--- config.mk ---
export PLATFORM = sky130hd
export DESIGN_NAME = seven_seg_scan_reader_flat
export DESIGN_NICKNAME = d
export VERILOG_FILES = /design/src/rtl/seven_seg_pkg.sv /design/src/rtl/seven_seg_scan_reader_if.sv /design/src/rtl/seg_pattern_decode.sv /design/src/rtl/seven_seg_scan_reader.sv /design/src/flat_wrapper.sv
export SDC_FILE = /design/constraint.sdc
export NUM_CORES = 1
export LEC_CHECK = 0
export ABC_AREA = 1
export CAP_MARGIN = 20
export CORE_ASPECT_RATIO = 1.25
export CORE_MARGIN = 1
export CORE_UTILIZATION = 57
export CTS_CLUSTER_DIAMETER = 80
export DETAILED_ROUTE_END_ITERATION = 6
export PLACE_DENSITY = 0.83
export RECOVER_POWER = 100
export SYNTH_ARGS = -nofsm -noshare
export SYNTH_HDL_FRONTEND = slang
export SYNTH_SLANG_ARGS = --single-unit
export TNS_END_PERCENT = 1
--- constraint.sdc ---
create_clock -name clk -period 3.4 [get_ports clk]
set_clock_uncertainty 0.15 [all_clocks]
set_input_delay 0.68 -clock clk [delete_from_list [all_inputs] [get_ports clk]]
set_output_delay 0.68 -clock clk [all_outputs]
set_load 0.1 [all_outputs]
--- src/rtl/seven_seg_pkg.sv ---
// Shared segment patterns, error code and scan FSM states for the 7-segment
// display path; the encoder and this reader must agree on these bit-for-bit.
package seven_seg_pkg;

  // {a,b,c,d,e,f,g}, active-high
  localparam logic [6:0] SEG_0     = 7'h7E;
  localparam logic [6:0] SEG_1     = 7'h30;
  localparam logic [6:0] SEG_2     = 7'h6D;
  localparam logic [6:0] SEG_3     = 7'h79;
  localparam logic [6:0] SEG_4     = 7'h33;
  localparam logic [6:0] SEG_5     = 7'h5B;
  localparam logic [6:0] SEG_6     = 7'h5F;
  localparam logic [6:0] SEG_7     = 7'h70;
  localparam logic [6:0] SEG_8     = 7'h7F;
  localparam logic [6:0] SEG_9     = 7'h7B;
  localparam logic [6:0] SEG_BLANK = 7'h00;

  localparam logic [3:0] BCD_ERR   = 4'hF;

  typedef enum logic [0:0] {
    WAIT_STABLE = 1'b0,
    CAPTURED    = 1'b1
  } scan_state_e;

  function automatic logic [3:0] count_ones(input logic [7:0] v);
    logic [3:0] n;
    n = 4'd0;
    for (int k = 0; k < 8; k++) begin
      n = n + {3'd0, v[k]};
    end
    return n;
  endfunction

endpackage

--- src/rtl/seven_seg_scan_reader_if.sv ---
// Scanned display bus in, recovered frame out. The display driver side is the
// master; the scan reader is the slave.
interface seven_seg_scan_reader_if #(
  parameter int NUM_DIGITS = 4
) ();

  logic [NUM_DIGITS-1:0]   dig_sel;
  logic [6:0]              segments;
  logic [4*NUM_DIGITS-1:0] frame_value;
  logic                    frame_valid;
  logic [NUM_DIGITS-1:0]   digit_valid;
  logic                    pattern_err;
  logic                    sel_err;

  modport master (
    output dig_sel, segments,
    input  frame_value, frame_valid, digit_valid, pattern_err, sel_err
  );

  modport slave (
    input  dig_sel, segments,
    output frame_value, frame_valid, digit_valid, pattern_err, sel_err
  );

endinterface

--- src/rtl/seg_pattern_decode.sv ---
// Combinational inverse of the segment encoder: exact pattern match only,
// anything outside the ten digit codes and blank is reported as invalid.
module seg_pattern_decode
  import seven_seg_pkg::*;
(
  input  logic [6:0] i_segments,
  output logic       o_valid,
  output logic       o_is_blank,
  output logic [3:0] o_bcd
);

  // pattern lookup
  always_comb begin
    o_valid    = 1'b1;
    o_is_blank = 1'b0;
    o_bcd      = BCD_ERR;
    case (i_segments)
      SEG_0:     o_bcd = 4'd0;
      SEG_1:     o_bcd = 4'd1;
      SEG_2:     o_bcd = 4'd2;
      SEG_3:     o_bcd = 4'd3;
      SEG_4:     o_bcd = 4'd4;
      SEG_5:     o_bcd = 4'd5;
      SEG_6:     o_bcd = 4'd6;
      SEG_7:     o_bcd = 4'd7;
      SEG_8:     o_bcd = 4'd8;
      SEG_9:     o_bcd = 4'd9;
      SEG_BLANK: begin
        o_valid    = 1'b0;
        o_is_blank = 1'b1;
      end
      default:   o_valid = 1'b0;
    endcase
  end

endmodule

--- src/rtl/seven_seg_scan_reader.sv ---
// Loopback reader for a scanned 7-segment bus: waits for each {dig_sel,segments}
// pair to settle, decodes it once, and emits a frame when every digit was seen.
module seven_seg_scan_reader
  import seven_seg_pkg::*;
#(
  parameter int NUM_DIGITS    = 4,
  parameter int STABLE_CYCLES = 4
) (
  input logic                    clk,
  input logic                    rst_n,
  input logic                    clear,
  seven_seg_scan_reader_if.slave bus
);

  localparam int               CNT_W   = $clog2(STABLE_CYCLES + 1);
  localparam logic [CNT_W-1:0] CNT_MAX = CNT_W'(STABLE_CYCLES);
  localparam logic [CNT_W-1:0] CNT_ONE = CNT_W'(1);

  logic [NUM_DIGITS-1:0]   r_sel_s1, r_sel_s2, r_sel_prev;
  logic [6:0]              r_seg_s1, r_seg_s2, r_seg_prev;
  logic [CNT_W-1:0]        r_cnt;
  scan_state_e             r_state;
  logic [4*NUM_DIGITS-1:0] r_digits, r_frame_value;
  logic [NUM_DIGITS-1:0]   r_digit_valid, r_seen;
  logic                    r_frame_valid, r_pattern_err, r_sel_err;

  logic                    w_change, w_eval;
  logic [CNT_W-1:0]        w_cnt_next;
  scan_state_e             w_state_next;
  logic                    w_seg_valid, w_seg_blank;
  logic [3:0]              w_seg_bcd, w_pop;
  logic [4*NUM_DIGITS-1:0] w_digits_next, w_fv_next;
  logic [NUM_DIGITS-1:0]   w_dv_next, w_seen_next;
  logic                    w_fvalid_next, w_perr_next, w_serr_next;

  seg_pattern_decode u_decode (
    .i_segments (r_seg_s2),
    .o_valid    (w_seg_valid),
    .o_is_blank (w_seg_blank),
    .o_bcd      (w_seg_bcd)
  );

  assign w_pop = count_ones(8'(r_sel_s2));

  // Evaluation fires on the edge where the count reaches STABLE_CYCLES, so a
  // pair first sampled at edge t is captured at edge t+1+STABLE_CYCLES.
  always_comb begin
    w_change     = ({r_sel_s2, r_seg_s2} != {r_sel_prev, r_seg_prev});
    w_eval       = 1'b0;
    w_state_next = r_state;
    if (w_change) begin
      w_cnt_next = CNT_ONE;
    end else if (r_cnt == CNT_MAX) begin
      w_cnt_next = r_cnt;
    end else begin
      w_cnt_next = r_cnt + CNT_ONE;
    end
    case (r_state)
      WAIT_STABLE: begin
        if (w_cnt_next == CNT_MAX) begin
          w_eval       = 1'b1;
          w_state_next = CAPTURED;
        end else begin
          w_state_next = WAIT_STABLE;
        end
      end
      CAPTURED: begin
        if (w_change && (w_cnt_next == CNT_MAX)) begin
          w_eval       = 1'b1;
          w_state_next = CAPTURED;
        end else if (w_change) begin
          w_state_next = WAIT_STABLE;
        end else begin
          w_state_next = CAPTURED;
        end
      end
      default: w_state_next = WAIT_STABLE;
    endcase
  end

  // Digit update and frame completion; the completing digit is included in the frame.
  always_comb begin
    w_digits_next = r_digits;
    w_dv_next     = r_digit_valid;
    w_seen_next   = r_seen;
    w_perr_next   = r_pattern_err;
    w_serr_next   = r_sel_err;
    w_fv_next     = r_frame_value;
    w_fvalid_next = 1'b0;
    if (w_eval && (w_pop > 4'd1)) begin
      w_serr_next = 1'b1;
    end else if (w_eval && (w_pop == 4'd1) && !w_seg_blank) begin
      for (int i = 0; i < NUM_DIGITS; i++) begin
        if (r_sel_s2[i]) begin
          w_digits_next[4*i +: 4] = w_seg_valid ? w_seg_bcd : BCD_ERR;
          w_dv_next[i]            = w_seg_valid;
          w_seen_next[i]          = 1'b1;
        end else begin
          w_seen_next[i]          = r_seen[i];
        end
      end
      w_perr_next = r_pattern_err | ~w_seg_valid;
      if (&w_seen_next) begin
        w_fv_next     = w_digits_next;
        w_fvalid_next = 1'b1;
        w_seen_next   = {NUM_DIGITS{1'b0}};
      end else begin
        w_fvalid_next = 1'b0;
      end
    end else begin
      w_fvalid_next = 1'b0;
    end
  end

  // Synchronisers, stability tracking and all captured state.
  always_ff @(posedge clk or negedge rst_n) begin
    if (!rst_n) begin
      r_sel_s1 <= {NUM_DIGITS{1'b0}};  r_sel_s2 <= {NUM_DIGITS{1'b0}};
      r_sel_prev <= {NUM_DIGITS{1'b0}};
      r_seg_s1 <= 7'h00;  r_seg_s2 <= 7'h00;  r_seg_prev <= 7'h00;
      r_cnt <= {CNT_W{1'b0}};
      r_state <= WAIT_STABLE;
      r_digits <= {4*NUM_DIGITS{1'b0}};  r_frame_value <= {4*NUM_DIGITS{1'b0}};
      r_digit_valid <= {NUM_DIGITS{1'b0}};  r_seen <= {NUM_DIGITS{1'b0}};
      r_frame_valid <= 1'b0;  r_pattern_err <= 1'b0;  r_sel_err <= 1'b0;
    end else if (clear) begin
      r_sel_s1 <= {NUM_DIGITS{1'b0}};  r_sel_s2 <= {NUM_DIGITS{1'b0}};
      r_sel_prev <= {NUM_DIGITS{1'b0}};
      r_seg_s1 <= 7'h00;  r_seg_s2 <= 7'h00;  r_seg_prev <= 7'h00;
      r_cnt <= {CNT_W{1'b0}};
      r_state <= WAIT_STABLE;
      r_digits <= {4*NUM_DIGITS{1'b0}};  r_frame_value <= {4*NUM_DIGITS{1'b0}};
      r_digit_valid <= {NUM_DIGITS{1'b0}};  r_seen <= {NUM_DIGITS{1'b0}};
      r_frame_valid <= 1'b0;  r_pattern_err <= 1'b0;  r_sel_err <= 1'b0;
    end else begin
      r_sel_s1 <= bus.dig_sel;  r_sel_s2 <= r_sel_s1;  r_sel_prev <= r_sel_s2;
      r_seg_s1 <= bus.segments; r_seg_s2 <= r_seg_s1; r_seg_prev <= r_seg_s2;
      r_cnt <= w_cnt_next;
      r_state <= w_state_next;
      r_digits <= w_digits_next;  r_frame_value <= w_fv_next;
      r_digit_valid <= w_dv_next;  r_seen <= w_seen_next;
      r_frame_valid <= w_fvalid_next;  r_pattern_err <= w_perr_next;
      r_sel_err <= w_serr_next;
    end
  end

  assign bus.frame_value = r_frame_value;
  assign bus.frame_valid = r_frame_valid;
  assign bus.digit_valid = r_digit_valid;
  assign bus.pattern_err = r_pattern_err;
  assign bus.sel_err     = r_sel_err;

endmodule

--- src/flat_wrapper.sv ---
// flat-port wrapper written by rule: the top's interface ports become plain ports
module seven_seg_scan_reader_flat import seven_seg_pkg::*;
#(
  parameter int NUM_DIGITS    = 4,
  parameter int STABLE_CYCLES = 4
)
  (clk, rst_n, clear, bus_dig_sel, bus_segments, bus_frame_value, bus_frame_valid, bus_digit_valid, bus_pattern_err, bus_sel_err);
  seven_seg_scan_reader_if #(.NUM_DIGITS(NUM_DIGITS)) bus_i ();
  input logic clk;
  input logic rst_n;
  input logic clear;
  input wire logic [$bits(bus_i.dig_sel)-1:0] bus_dig_sel;
  input wire logic [$bits(bus_i.segments)-1:0] bus_segments;
  output wire logic [$bits(bus_i.frame_value)-1:0] bus_frame_value;
  output wire logic [$bits(bus_i.frame_valid)-1:0] bus_frame_valid;
  output wire logic [$bits(bus_i.digit_valid)-1:0] bus_digit_valid;
  output wire logic [$bits(bus_i.pattern_err)-1:0] bus_pattern_err;
  output wire logic [$bits(bus_i.sel_err)-1:0] bus_sel_err;
  assign bus_i.dig_sel = bus_dig_sel;
  assign bus_i.segments = bus_segments;
  assign bus_frame_value = bus_i.frame_value;
  assign bus_frame_valid = bus_i.frame_valid;
  assign bus_digit_valid = bus_i.digit_valid;
  assign bus_pattern_err = bus_i.pattern_err;
  assign bus_sel_err = bus_i.sel_err;
  seven_seg_scan_reader #(.NUM_DIGITS(NUM_DIGITS), .STABLE_CYCLES(STABLE_CYCLES)) u_core (.clk(clk), .rst_n(rst_n), .clear(clear), .bus(bus_i));
endmodule
* Yosys cells after proc, flatten, opt, wreduce, memory -nomap -nowiden
Index checks and enable logic that the tools add are counted.
** Operators by class
- Equal/unequal tests :: 15
- Mux-type cells :: 63
- Add/sub/neg operators :: 4
- Reductions and logical operators :: 21
- Magnitude comparators :: 1
- Bitwise logic cells :: 3
** Operator list (number)
- $mux 16 :: 7
- $mux 4 :: 15
- $eq 7x7->1 const B :: 8
- $pmux 4 s10 :: 1
- $mux 1 :: 32
- $mux 7 :: 3
- $reduce_and 3->1 :: 5
- $eq 7x6->1 const B :: 2
- $reduce_bool 2->1 :: 7
- $ne 11x11->1 :: 1
- $reduce_or 10->1 :: 1
- $mux 3 :: 3
- $add 4x1->4 :: 2
- $logic_not 7->1 :: 1
- $eq 3x3->1 const B :: 2
- $eq 4x1->1 const B :: 1
- $gt 4x1->1 const B :: 1
- $logic_and 1x1->1 :: 4
- $pmux 1 s2 :: 2
- $reduce_and 4->1 :: 1
- $add 3x1->3 const B :: 1
- $add 1x1->2 :: 1
- $ne 2x2->1 const B :: 1
- $not 1->1 :: 2
- 3 further kinds :: 3
** Storage, ports and cells
- Bits in registers :: 80
- Input bits :: 14

* Depth between registers and ports, before layout
- Word-level depth :: 16
- Mapped depth :: 14
- Gate-level depth less buffers :: 13

* Modules after synthesis
A second synthesis with hierarchy kept.
** Second synthesis, totals
- Cell total of the unflattened synthesis :: 518
- Area total of the unflattened synthesis :: 4028.9 um^2
** By module, submodules not included
- seven_seg_scan_reader :: times used 1, cells each 466, area each 3802.4 um^2
- seg_pattern_decode :: times used 1, cells each 52, area each 226.5 um^2

* Worst setup path after synthesis
OpenSTA, ideal clock, no wires.
- Kind :: register -> register
- Start :: register u_core.r_sel_s2[0]
- End :: register u_core.r_digits[10]
- Setup time :: 0.116 ns
- Path buffers :: 1
- Arrival time :: 2.361 ns
- Path slack :: 0.772 ns
- Cell stages (with the launch flop) :: 14
- Path through :: dfrtp_1 > ha_1 > inv_1 > fa_1 > ha_1 > nor2_1 > nand2_1 > a31oi_2 > nand4_4 > nand2_4 > inv_4 > buf_6 > nand2_1 > nand2_1
** Between the ends
- Word-level cells in the longest chain between the ends :: 10
** Ends and longest elaborated chain
- from (decl) :: RTL line seven_seg_scan_reader.sv:19 : logic [NUM_DIGITS-1:0] r_sel_s1, r_sel_s2, r_sel_prev;
- from (signal assigned) :: RTL line seven_seg_scan_reader.sv:118 : r_sel_s1 <= {NUM_DIGITS{1'b0}}; r_sel_s2 <= {NUM_DIGITS{1'b0}};
- from (signal assigned) :: RTL line seven_seg_scan_reader.sv:127 : r_sel_s1 <= {NUM_DIGITS{1'b0}}; r_sel_s2 <= {NUM_DIGITS{1'b0}};
- from (signal assigned) :: RTL line seven_seg_scan_reader.sv:136 : r_sel_s1 <= bus.dig_sel; r_sel_s2 <= r_sel_s1; r_sel_prev <= r_sel_s2;
- branches (longest 9 deep; another with $add 4x1->4)
- $reduce_and 2->1 (no source line) *
- to (signal assigned) :: RTL line seven_seg_scan_reader.sv:123 : r_digits <= {4*NUM_DIGITS{1'b0}}; r_frame_value <= {4*NUM_DIGITS{1'b0}};
- to (signal assigned) :: RTL line seven_seg_scan_reader.sv:132 : r_digits <= {4*NUM_DIGITS{1'b0}}; r_frame_value <= {4*NUM_DIGITS{1'b0}};
- to (signal assigned) :: RTL line seven_seg_scan_reader.sv:140 : r_digits <= w_digits_next; r_frame_value <= w_fv_next;
- to (decl) :: RTL line seven_seg_scan_reader.sv:23 : logic [4*NUM_DIGITS-1:0] r_digits, r_frame_value;
Every way passes the cells marked *.
A chain may end at the register's enable or synchronous reset.

* Worst setup path in the final report
- Start :: register u_core.r_sel_s2[0]
- End :: register u_core.r_digits[11]
The elaborated chain is that of the path after synthesis.

==> metrics.json <==
{
  "yosys": {
    "synth_fp_nets": 490,
    "ys_seq_area_frac": 0.525,
    "syn-mean-instance-area_um2": 8.11,
    "synthDistinctLibCells": 34,
    "synth.yosys.warnings": 0,
    "postSynthRegisterBits": 80,
    "synthesis.instances": 470,
    "syn_area_um2": 3810
  },
  "critical_path": {
    "crit_path_start": "u_core.r_sel_s2[0]",
    "worstSetupEndpoint": "u_core.r_digits[11]",
    "crit_path_end_kind": "flip-flop",
    "r2r-start": "u_core.r_sel_s2[0]",
    "crit_arrival_ns": 3.17,
    "crit_type": "flip-flop to flip-flop",
    "regToRegSetupSlack_ns": 0.32,
    "regToRegEndpoint": "u_core.r_digits[11]",
    "maximum_fanout_along_the_worst_path": 27,
    "crit_path_start_kind": "flip-flop",
    "r2r_worst_path_depth": 12,
    "critPathRequiredTime_ns": 3.49
  },
  "timing": {
    "grt_setup_unrepaired": "no",
    "finalCritPeriodShare": 0.906,
    "finalSetupViolCount": 0,
    "post-route-min-period_ns": 3.08,
    "fin_tns_setup_ns": 0,
    "hold_viol_final": 0,
    "slew_headroom": -0.260,
    "worstMarginPinSlew_ns": 1.89,
    "fmaxAchievable_mhz": 325,
    "holdWs_ns": 0.310,
    "slew_viol_final": 81
  },
  "global_route": {
    "antenna_violations_before_repair": 0,
    "grt_start_max_net_pins": 81,
    "grtUsageMet2": 0.401,
    "number_of_global_route_vias_before_repair": 2991,
    "grt.met1_usage": 0.317,
    "met3_grt_util": 0.0603,
    "grt_pass1_wl_um": 13000,
    "globalRouteTotalUtil": 0.250,
    "grt.overflow.total": 0,
    "busiest_layer": "met2"
  },
  "power_and_ir_drop": {
    "power_leakage_uw": 0.00228,
    "worst_ir_drop_vdd_mv": 0.457,
    "power.density_cell_area_nw_per_um2": 469
  },
  "cells_and_area": {
    "nNetsFinal": 527,
    "final_common_cell": "nand2_1",
    "most-common-layout-cells": "nand2_1 (163), dfrtp_1 (80), nor2_1 (63)",
    "fillCellCount": 564,
    "area_growth_syn_to_layout_pct": 10.9,
    "drive_above_1_share": 0.0703,
    "antenna-diode-count": 0
  },
  "hold_path": {
    "min-delay-path-class": "flip-flop to flip-flop"
  },
  "cts": {
    "worst_skew_pair.late_latency_ns": 0.35,
    "cts.hold.buffers_added": 0,
    "cts_tree": "built",
    "clock_tree.root_cell": "clkbuf_8",
    "clk_pin_slew_worst_paths_ns": 0.08,
    "cts.sinks": 80,
    "max-clock-path-buffers": 2,
    "post_cts.resized_instances": 0,
    "cts_max_level": 3,
    "cts_setup_buffers": 0,
    "cts-buffers-inserted": 9
  },
  "floorplan": {
    "placement_rows": 32,
    "die-height_um": 93.4,
    "floorplan.die.width_um": 75.1,
    "initial_utilization": 0.602,
    "io_pins": 37,
    "floorplan.die_area_um2": 7020,
    "core_region_area_um2": 6330
  },
  "job": {
    "max_cap_viol_count": 1
  },
  "drt": {
    "vias_per_cell": 5.14,
    "drc": 0,
    "drt_pass1_iterations": 6,
    "postRouteAntennaNets": 0,
    "initialDrtViolationCount": 277,
    "detailroute.via_count": 3071,
    "wl_per_cell_um": 12.8,
    "finalWirelength_um": 7630
  },
  "placed_design": {
    "numPortBuffers": 36,
    "place.detailed.hpwl_um": 5260,
    "routabilityCongestion": 0.825
  },
  "run_status": {
    "failed_checks": "max-capacitance violations, max-slew violations",
    "run_status": "complete, but fails checks"
  }
}
[state kept, by name, summed over array words and instances (netlist names)]
signal,cells
u_core.bus.pattern_err,1
u_core.r_seg_prev,7
u_core.r_sel_s1,4
u_core.bus.digit_valid,4
u_core.r_seen,4
u_core.r_state,1
u_core.r_cnt,3
u_core.r_sel_prev,4
u_core.r_seg_s2,7
u_core.r_seg_s1,7
u_core.r_sel_s2,4
u_core.bus.frame_valid,1
u_core.bus.sel_err,1
u_core.r_digits,16
u_core.bus.frame_value,16
[cell families after synthesis]
family / count (synthesis) / synth area share
AND/OR/NAND/NOR: 285 / 0.328
flip-flops: 80 / 0.525
buffers and inverters: 78 / 0.0887
AO/OA/AOI/OAI: 16 / 0.0250
adder cells (fa/ha/maj): 6 / 0.0217
XOR/XNOR: 5 / 0.0115
[where the power goes]
part	switching, uW	internal, uW	leakage (uW)
clock	340	324	0.0000906
sequential	27.1	996	0.00108
combinational	230	63.8	0.00111
[layer usage]
layer | vias to the layer above | wire (um)
li1 | 1506 | -
met1 | 1426 | 3260
met2 | 119 | 3760
met3 | 20 | 414
met4 | 0 | 200
met5 | - | 0
[synth_stat cells]
cell	instances	area [um2]
dfrtp_1	80	2000
nand3_1	38	190
buf_4	1	7.51
inv_1	58	218
buf_12	1	20.0
nand4_4	1	21.3
inv_4	1	6.26
nand2_1	161	604
o21ai_1	1	5.00
inv_2	6	22.5
o21a_1	1	7.51
nand4_2	1	12.5
nand4_1	3	18.8
xor2_1	2	17.5
buf_1	2	7.51
nor2_4	2	22.5
buf_6	3	33.8
nand2_8	1	20.0
nor2_1	62	233
nand3_4	1	17.5
clkbuf_1	6	22.5
nand2_2	3	18.8
ha_1	5	62.6
nor3_1	5	25.0
a31oi_2	1	12.5
fa_1	1	20.0
nor2_2	4	25.0
nor3b_1	1	7.51
o21ai_0	10	50.1
nor4_4	1	21.3
o31ai_1	2	15.0
xnor2_1	3	26.3
a21oi_1	1	5.00
nand2_4	1	11.3
[layout make-up]
type                       instances  area [um2]  area share
clock buffer                      12         165      0.0391
clock inverter                     4        27.5     0.00651
inverter                          65         246      0.0583
multi-input combinational        312        1450       0.343
sequential                        80        2000       0.474
tap                               85         106      0.0252
timing repair buffer              39         226      0.0536
[worst min-delay path by stage]
stage,startpoint,end,slack (ns),cells past startpoint
finish,u_core.r_seg_s1[2],u_core.r_seg_s2[2],0.31,2
detailed placement,u_core.r_seg_s1[2],u_core.r_seg_s2[2],0.30,2
floorplan,rst_n,u_core.bus.digit_valid[0],0.23,0
global route,u_core.r_seg_s1[6],u_core.r_seg_s2[6],0.34,2
CTS,u_core.r_seg_s1[2],u_core.r_seg_s2[2],0.31,2
global placement,u_core.r_sel_s1[2],u_core.r_sel_s2[2],0.29,2
[worst max-delay path, cell delays in order (launching register included)]
cell and delay, ns:
dfrtp_1 0.45, ha_1 0.31, inv_1 0.05, fa_1 0.40, ha_1 0.29, nor2_1 0.10, nand2_1 0.05, a31oi_1 0.39
nand4_4 0.21, nand2_4 0.28, inv_4 0.14, nand2_1 0.10, nand2_1 0.05
[through the flow]
step,cell area (um2),util,setup WS [ns],cells,total power [uW]
after floorplan,3810,-,0.772,470,1270
after global placement,4150,0.656,0.599,581,1340
after detailed placement,4150,0.656,0.475,581,1350
after CTS,4340,0.686,0.451,597,2000
after global routing,4230,0.668,0.164,597,2050
final,4230,0.668,0.319,597,1980
Note: power is estimated with default switching activity, not from simulation.
